File: src/rtl/pingpong_pkg.sv
// Shared defaults and bank-state encoding for the ping-pong sample store.
package pingpong_pkg;

    localparam int unsigned PP_ADDR_W = 7;
    localparam int unsigned PP_DATA_W = 8;

    typedef enum logic {
        BANK_FREE = 1'b0,
        BANK_FULL = 1'b1
    } bank_state_t;

endpackage

File: src/rtl/pingpong_bank.sv
// One 2**ADDR_W x DATA_W bank: synchronous write, registered synchronous read.
module pingpong_bank
    import pingpong_pkg::*;
#(
    parameter int unsigned ADDR_W = PP_ADDR_W,
    parameter int unsigned DATA_W = PP_DATA_W
) (
    input  logic              clk,
    input  logic              rst,
    input  logic              we,
    input  logic [ADDR_W-1:0] waddr,
    input  logic [DATA_W-1:0] din,
    input  logic [ADDR_W-1:0] raddr,
    output logic [DATA_W-1:0] dout
);

    localparam int unsigned DEPTH = 1 << ADDR_W;

    logic [DATA_W-1:0] mem [DEPTH];

    always_ff @(posedge clk) begin
        if (we) mem[waddr] <= din;
    end

    // Only the output register is reset; the array keeps its contents.
    always_ff @(posedge clk or posedge rst) begin
        if (rst) dout <= '0;
        else     dout <= mem[raddr];
    end

endmodule

File: src/rtl/pingpong_ram.sv
// Ping-pong sample store: producer fills one bank while consumer reads the other.
// Optional PINGPONG_ERR_EN adds a sticky err_flag output for protocol misuse.
module pingpong_ram
    import pingpong_pkg::*;
#(
    parameter int unsigned ADDR_W = PP_ADDR_W,
    parameter int unsigned DATA_W = PP_DATA_W
) (
    input  logic              clk_in,
    input  logic              rst,
    input  logic [ADDR_W-1:0] addra,
    input  logic              wea,
    input  logic [DATA_W-1:0] dina,
    input  logic              finisha,
    output logic              readya,
    input  logic [ADDR_W-1:0] addrb,
    output logic [DATA_W-1:0] doutb,
    input  logic              finishb,
    output logic              readyb
`ifdef PINGPONG_ERR_EN
    ,
    output logic              err_flag
`endif
);

    bank_state_t       bank_st [2];
    bank_state_t       nxt_st  [2];
    logic              wsel, rsel, nxt_wsel, nxt_rsel;
    logic              rd_sel;
    logic              acc_a, acc_b;
    logic              we0, we1;
    logic [DATA_W-1:0] dout0, dout1;

    // An accepted finisha always targets a FREE bank and an accepted finishb a
    // FULL one, so both may update in the same cycle without conflict.
    always_comb begin
        acc_a    = finisha && readya;
        acc_b    = finishb && readyb;
        nxt_wsel = wsel;
        nxt_rsel = rsel;
        for (int unsigned i = 0; i < 2; i++) begin
            nxt_st[i] = bank_st[i];
            if (acc_a && (wsel == 1'(i))) nxt_st[i] = BANK_FULL;
            if (acc_b && (rsel == 1'(i))) nxt_st[i] = BANK_FREE;
        end
        if (acc_a) nxt_wsel = ~wsel;
        if (acc_b) nxt_rsel = ~rsel;
    end

    always_ff @(posedge clk_in or posedge rst) begin
        if (rst) begin
            bank_st[0] <= BANK_FREE;
            bank_st[1] <= BANK_FREE;
            wsel       <= 1'b0;
            rsel       <= 1'b0;
            rd_sel     <= 1'b0;
            readya     <= 1'b1;
            readyb     <= 1'b0;
        end else begin
            bank_st[0] <= nxt_st[0];
            bank_st[1] <= nxt_st[1];
            wsel       <= nxt_wsel;
            rsel       <= nxt_rsel;
            rd_sel     <= rsel;
            readya     <= (nxt_st[nxt_wsel] == BANK_FREE);
            readyb     <= (nxt_st[nxt_rsel] == BANK_FULL);
        end
    end

    assign we0 = wea && readya && (wsel == 1'b0);
    assign we1 = wea && readya && (wsel == 1'b1);

    pingpong_bank #(.ADDR_W(ADDR_W), .DATA_W(DATA_W)) u_bank0 (
        .clk   (clk_in),
        .rst   (rst),
        .we    (we0),
        .waddr (addra),
        .din   (dina),
        .raddr (addrb),
        .dout  (dout0)
    );

    pingpong_bank #(.ADDR_W(ADDR_W), .DATA_W(DATA_W)) u_bank1 (
        .clk   (clk_in),
        .rst   (rst),
        .we    (we1),
        .waddr (addra),
        .din   (dina),
        .raddr (addrb),
        .dout  (dout1)
    );

    // rd_sel is rsel as it was when the read was launched, so a bank swap
    // in the same cycle does not redirect data already in flight.
    assign doutb = rd_sel ? dout1 : dout0;

`ifdef PINGPONG_ERR_EN
    always_ff @(posedge clk_in or posedge rst) begin
        if (rst)
            err_flag <= 1'b0;
        else if (((wea || finisha) && !readya) || (finishb && !readyb))
            err_flag <= 1'b1;
    end
`endif

endmodule

File: config.mk
export PLATFORM = sky130hd
export DESIGN_NAME = pingpong_ram
export DESIGN_NICKNAME = d
export VERILOG_FILES = /design/src/rtl/pingpong_pkg.sv /design/src/rtl/pingpong_bank.sv /design/src/rtl/pingpong_ram.sv
export SDC_FILE = /design/constraint.sdc
export NUM_CORES = 2
export LEC_CHECK = 0
export CORE_MARGIN = 2
export CORE_UTILIZATION = 45
export CTS_BUF_LIST = sky130_fd_sc_hd__clkbuf_8
export CTS_CLUSTER_DIAMETER = 200
export DETAILED_ROUTE_END_ITERATION = 6
export DONT_BUFFER_PORTS = 1
export MAX_ROUTING_LAYER = met4
export PLACE_DENSITY = 0.63
export SLEW_MARGIN = 10
export SYNTH_ARGS = -nofsm -noshare
export SYNTH_HDL_FRONTEND = slang
export SYNTH_SLANG_ARGS = --single-unit
File: constraint.sdc
create_clock -name clk_in -period 2.4 [get_ports clk_in]
set_input_delay 0.72 -clock clk_in [delete_from_list [all_inputs] [get_ports clk_in]]
set_output_delay 0.72 -clock clk_in [all_outputs]
set_load 0.005 [all_outputs]
==> flow_metrics.env <==
export IMPL_outcome="complete, but fails checks"
export IMPL_violations_in_the_final_reports="negative hold slack, max-slew violations, negative setup slack"
export IMPL_clock_fmax_ghz=0.310
export IMPL_yosys_register_bits=2071
export IMPL_worst_hold_path_type="input pin to flip-flop"
export IMPL_yosys_warnings=0
export IMPL_worst_endpoint_required_ps=3260
export IMPL_startpoint_type="input pin"
export IMPL_synthCells=3279
export IMPL_worst_hold_startpoint="dina[2]"
export IMPL_initial_core_util=0.452
export IMPL_setup_worst_path_start="addrb[1]"
export IMPL_max_vdd_ir_drop_uv=643
export IMPL_dpl_cell_count=5777
export IMPL_drcViolationCount=0
export IMPL_design_portCount=37
export IMPL_gr_usage_met2=0.324
export IMPL_final_net_count=3860
export IMPL_cts_clock_pin_slew_for_the_worst_setup_and_hold_paths_ps=60
export IMPL_portBuffers=0
export IMPL_rsz_0062_raised_after_global_routing="true"
export IMPL_report_final_slew_viol_count=329
export IMPL_hpwl_mm=97.1
export IMPL_tritoncts_clock_tree="done"
export IMPL_die_ar_um2=180000
export IMPL_tritonroute_pass_1_iters=6
export IMPL_period_share=1.34
export IMPL_clockBufferDepth=4
export IMPL_worst_slew_pin_transition_ps=2230
export IMPL_fraction_of_final_layout_cells_with_drive_strength_greater_than_1=0.362
export IMPL_cts_buffers=344
export IMPL_non_filler_instance_count_after_layout=6411
export IMPL_worst_setup_path_type="input pin to flip-flop"
export IMPL_p_per_area_nw_per_um2=788
export IMPL_grt_antenna_before_repair=17
export IMPL_synthesis_area_per_instance_um2=24.3
export IMPL_synth_yosys_seq_area_share=0.780
export IMPL_cap_violations=0
export IMPL_postRouteAntennaNets=0
export IMPL_slew_limit_headroom=-0.487
export IMPL_area_growth_syn_to_layout_pct=15.2
export IMPL_clockRootBuffer="clkbuf_8"
export IMPL_first_global_vias=37400
export IMPL_routed_wire_length_per_instance_um=30.5
export IMPL_dr_first_iter_drc_count=4666
export IMPL_placement_rows=154
export IMPL_worst_path_max_fanout=512
export IMPL_grt_overflow_total=0
export IMPL_post_route_min_period_ps=3230
export IMPL_multi_input_comb_area_um2=16800
export IMPL_gpl_final_weighted_congestion=0.769
export IMPL_finalSetupViolations=24
export IMPL_numClockSinks=2071
export IMPL_finalCoreUtilization=0.521
export IMPL_totalWireLength_mm=196
export IMPL_clk_insertion_delay_late_ps=1040
export IMPL_avgViaCountPerCell=5.82
export IMPL_critPathCaptureType="flip-flop"
export IMPL_gr_usage_met1=0.287
export IMPL_synth_lib_cells_used_distinct=22
export IMPL_hold_worst_slack_ps=-177
export IMPL_grt_most_used_layer="met2"
export IMPL_crit_arrival_ps=4090
export IMPL_die_x_um=425
export IMPL_detailedPlace_worstSlack_ps=-885
export IMPL_regArea_um2=62100
export IMPL_core_area_um2=176000
export IMPL_grt_pass1_wl_mm=265
export IMPL_fin_skew_ps=69.8
export IMPL_largest_net_degree_at_the_start_of_global_routing=513
export IMPL_timing_final_ws_setup_ps=-826
export IMPL_timing_rr_start="u_bank1.mem[127][3]"
export IMPL_detailroute_via_count=37300
export IMPL_die_height_um=425
export IMPL_cts_max_level=5
export IMPL_global_route_usage_met3=0.0498
export IMPL_filler_cell_count=13400
export IMPL_finalSetupTns_ps=-12420
export IMPL_syn_area_um2=79600
export IMPL_syn_num_nets=3310
export IMPL_hold_violations=64
export IMPL_power_leakage_nw=29.3
export IMPL_grt_usage=0.212
final timing paths:
kind	end	slack, ps	depth (start not counted)
setup reg to reg	u_bank1.dout[3]	-140	4
min in group asynchronous	rd_sel	300	3
hold / removal	u_bank1.mem[120][2]	-180	0
max in group asynchronous	u_bank0.dout[4]	1660	3
setup / recovery	u_bank0.dout[4]	-830	4
hold reg to reg	rd_sel	420	0
where the power goes:
group	total [mW]	internal [mW]	switching, mW
registers	40.1	39.9	0.148
logic	3.95	1.82	2.12
clock network	28.2	14.7	13.5
cell type report:
cell class              count  area share
diodes                      8    0.000218
clock buffers             354      0.0532
clock inverters           226      0.0130
inverters                   6    0.000246
multi-input cells        1016       0.183
flip-flops and latches   2071       0.677
well taps                2340      0.0319
repair buffers            390      0.0412
synthesized netlist by cell type:
library cell	count	area, um2
edfxtp_1	2048	61500
mux4_2	672	15100
nor2_1	269	1010
clkbuf_1	107	402
buf_2	47	235
buf_1	25	93.8
mux2_2	24	270
dfrtp_1	22	551
nand2_1	17	63.8
nand3_1	15	75.1
inv_1	6	22.5
nor2b_1	6	37.5
buf_6	4	45.0
ha_1	4	50.1
buf_4	3	22.5
nand4_1	3	18.8
and2_1	2	12.5
a21oi_1	1	5.00
dfstp_2	1	26.3
nand3b_1	1	7.51
o21ai_0	1	5.00
or2_2	1	6.26
flip-flops by register name, indices dropped and copies added, names as in the netlist:
name and count:
rd_sel 1, u_bank1.dout 8, u_bank1.mem 1024, readyb 1
u_bank0.dout 8, readya 1, bank_st 2, u_bank0.mem 1024
wsel 1, rsel 1
critical path, stage by stage:
cell,delay (ps)
mux4_2,810
mux4_2,570
mux4_2,610
mux2_4,300
cells by family (layout without fill, tap and decap cells):
| kind of cell | Yosys count | in the layout | synth area share |
|---|---|---|---|
| mux | 696 | 696 | 0.194 |
| fa+ha+maj | 4 | 4 | 0.000629 |
| simple gates | 314 | 314 | 0.0155 |
| buf+inv | 192 | 976 | 0.0103 |
| compound gates | 2 | 2 | 0.000126 |
| other cells | 0 | 8 | 0 |
| flops | 2071 | 2071 | 0.780 |
metal layers:
metal	wire length [um]	up-vias
li1	-	15200
met1	79300	20200
met2	95300	1581
met3	16400	314
met4	4750	0
met5	0	-
cell usage in the layout (no fill, tap or decap):
cell type / netlist / routed
buf_6: 4 / 2
dlygate4sd3_1: 0 / 5
nor2b_1: 6 / 6
nand3_1: 15 / 15
buf_8: 0 / 2
dfstp_2: 1 / 1
o21ai_0: 1 / 1
a21oi_1: 1 / 1
clkinvlp_4: 0 / 2
nor2_1: 269 / 269
nand3b_1: 1 / 1
buf_16: 0 / 23
clkbuf_16: 0 / 10
or2_2: 1 / 1
and2_1: 2 / 2
mux2_2: 24 / 1
edfxtp_1: 2048 / 2048
dfrtp_1: 22 / 21
clkinv_4: 0 / 1
nand2_1: 17 / 17
clkinv_2: 0 / 16
ha_1: 4 / 4
nand4_1: 3 / 3
mux2_4: 0 / 23
mux4_2: 672 / 672
diode_2: 0 / 8
dfrtp_2: 0 / 1
buf_12: 0 / 14
inv_1: 6 / 116
inv_6: 0 / 4
bufinv_16: 0 / 11
clkbuf_8: 0 / 354
buf_4: 3 / 334
clkinv_1: 0 / 82
through the flow:
| stage | hold WS (ps) | cell area [um2] | power (mW) |
|---|---|---|---|
| 2_1_floorplan | 380 | 80300 | 43.1 |
| 6_report | -177 | 91700 | 72.3 |
| 3_3_place_gp | 397 | 84400 | 43.6 |
| 5_1_grt | -233 | 91700 | 74.5 |
| 3_5_place_dp | 406 | 84400 | 43.6 |
| 4_1_cts | -254 | 90700 | 71.8 |
what timing repair did:
| action | in CTS | in global routing |
|---|---|---|
| resized for setup | 24 | 5 |
| buffers inserted | 1 | 0 |
| gates cloned | 0 | 15 |
| hold endpoints to repair | 1744 | 748 |
| setup endpoints to repair | 24 | 25 |
| hold buffers | 4 | 22 |
No activity file was read; power rests on OpenSTA's default activity.
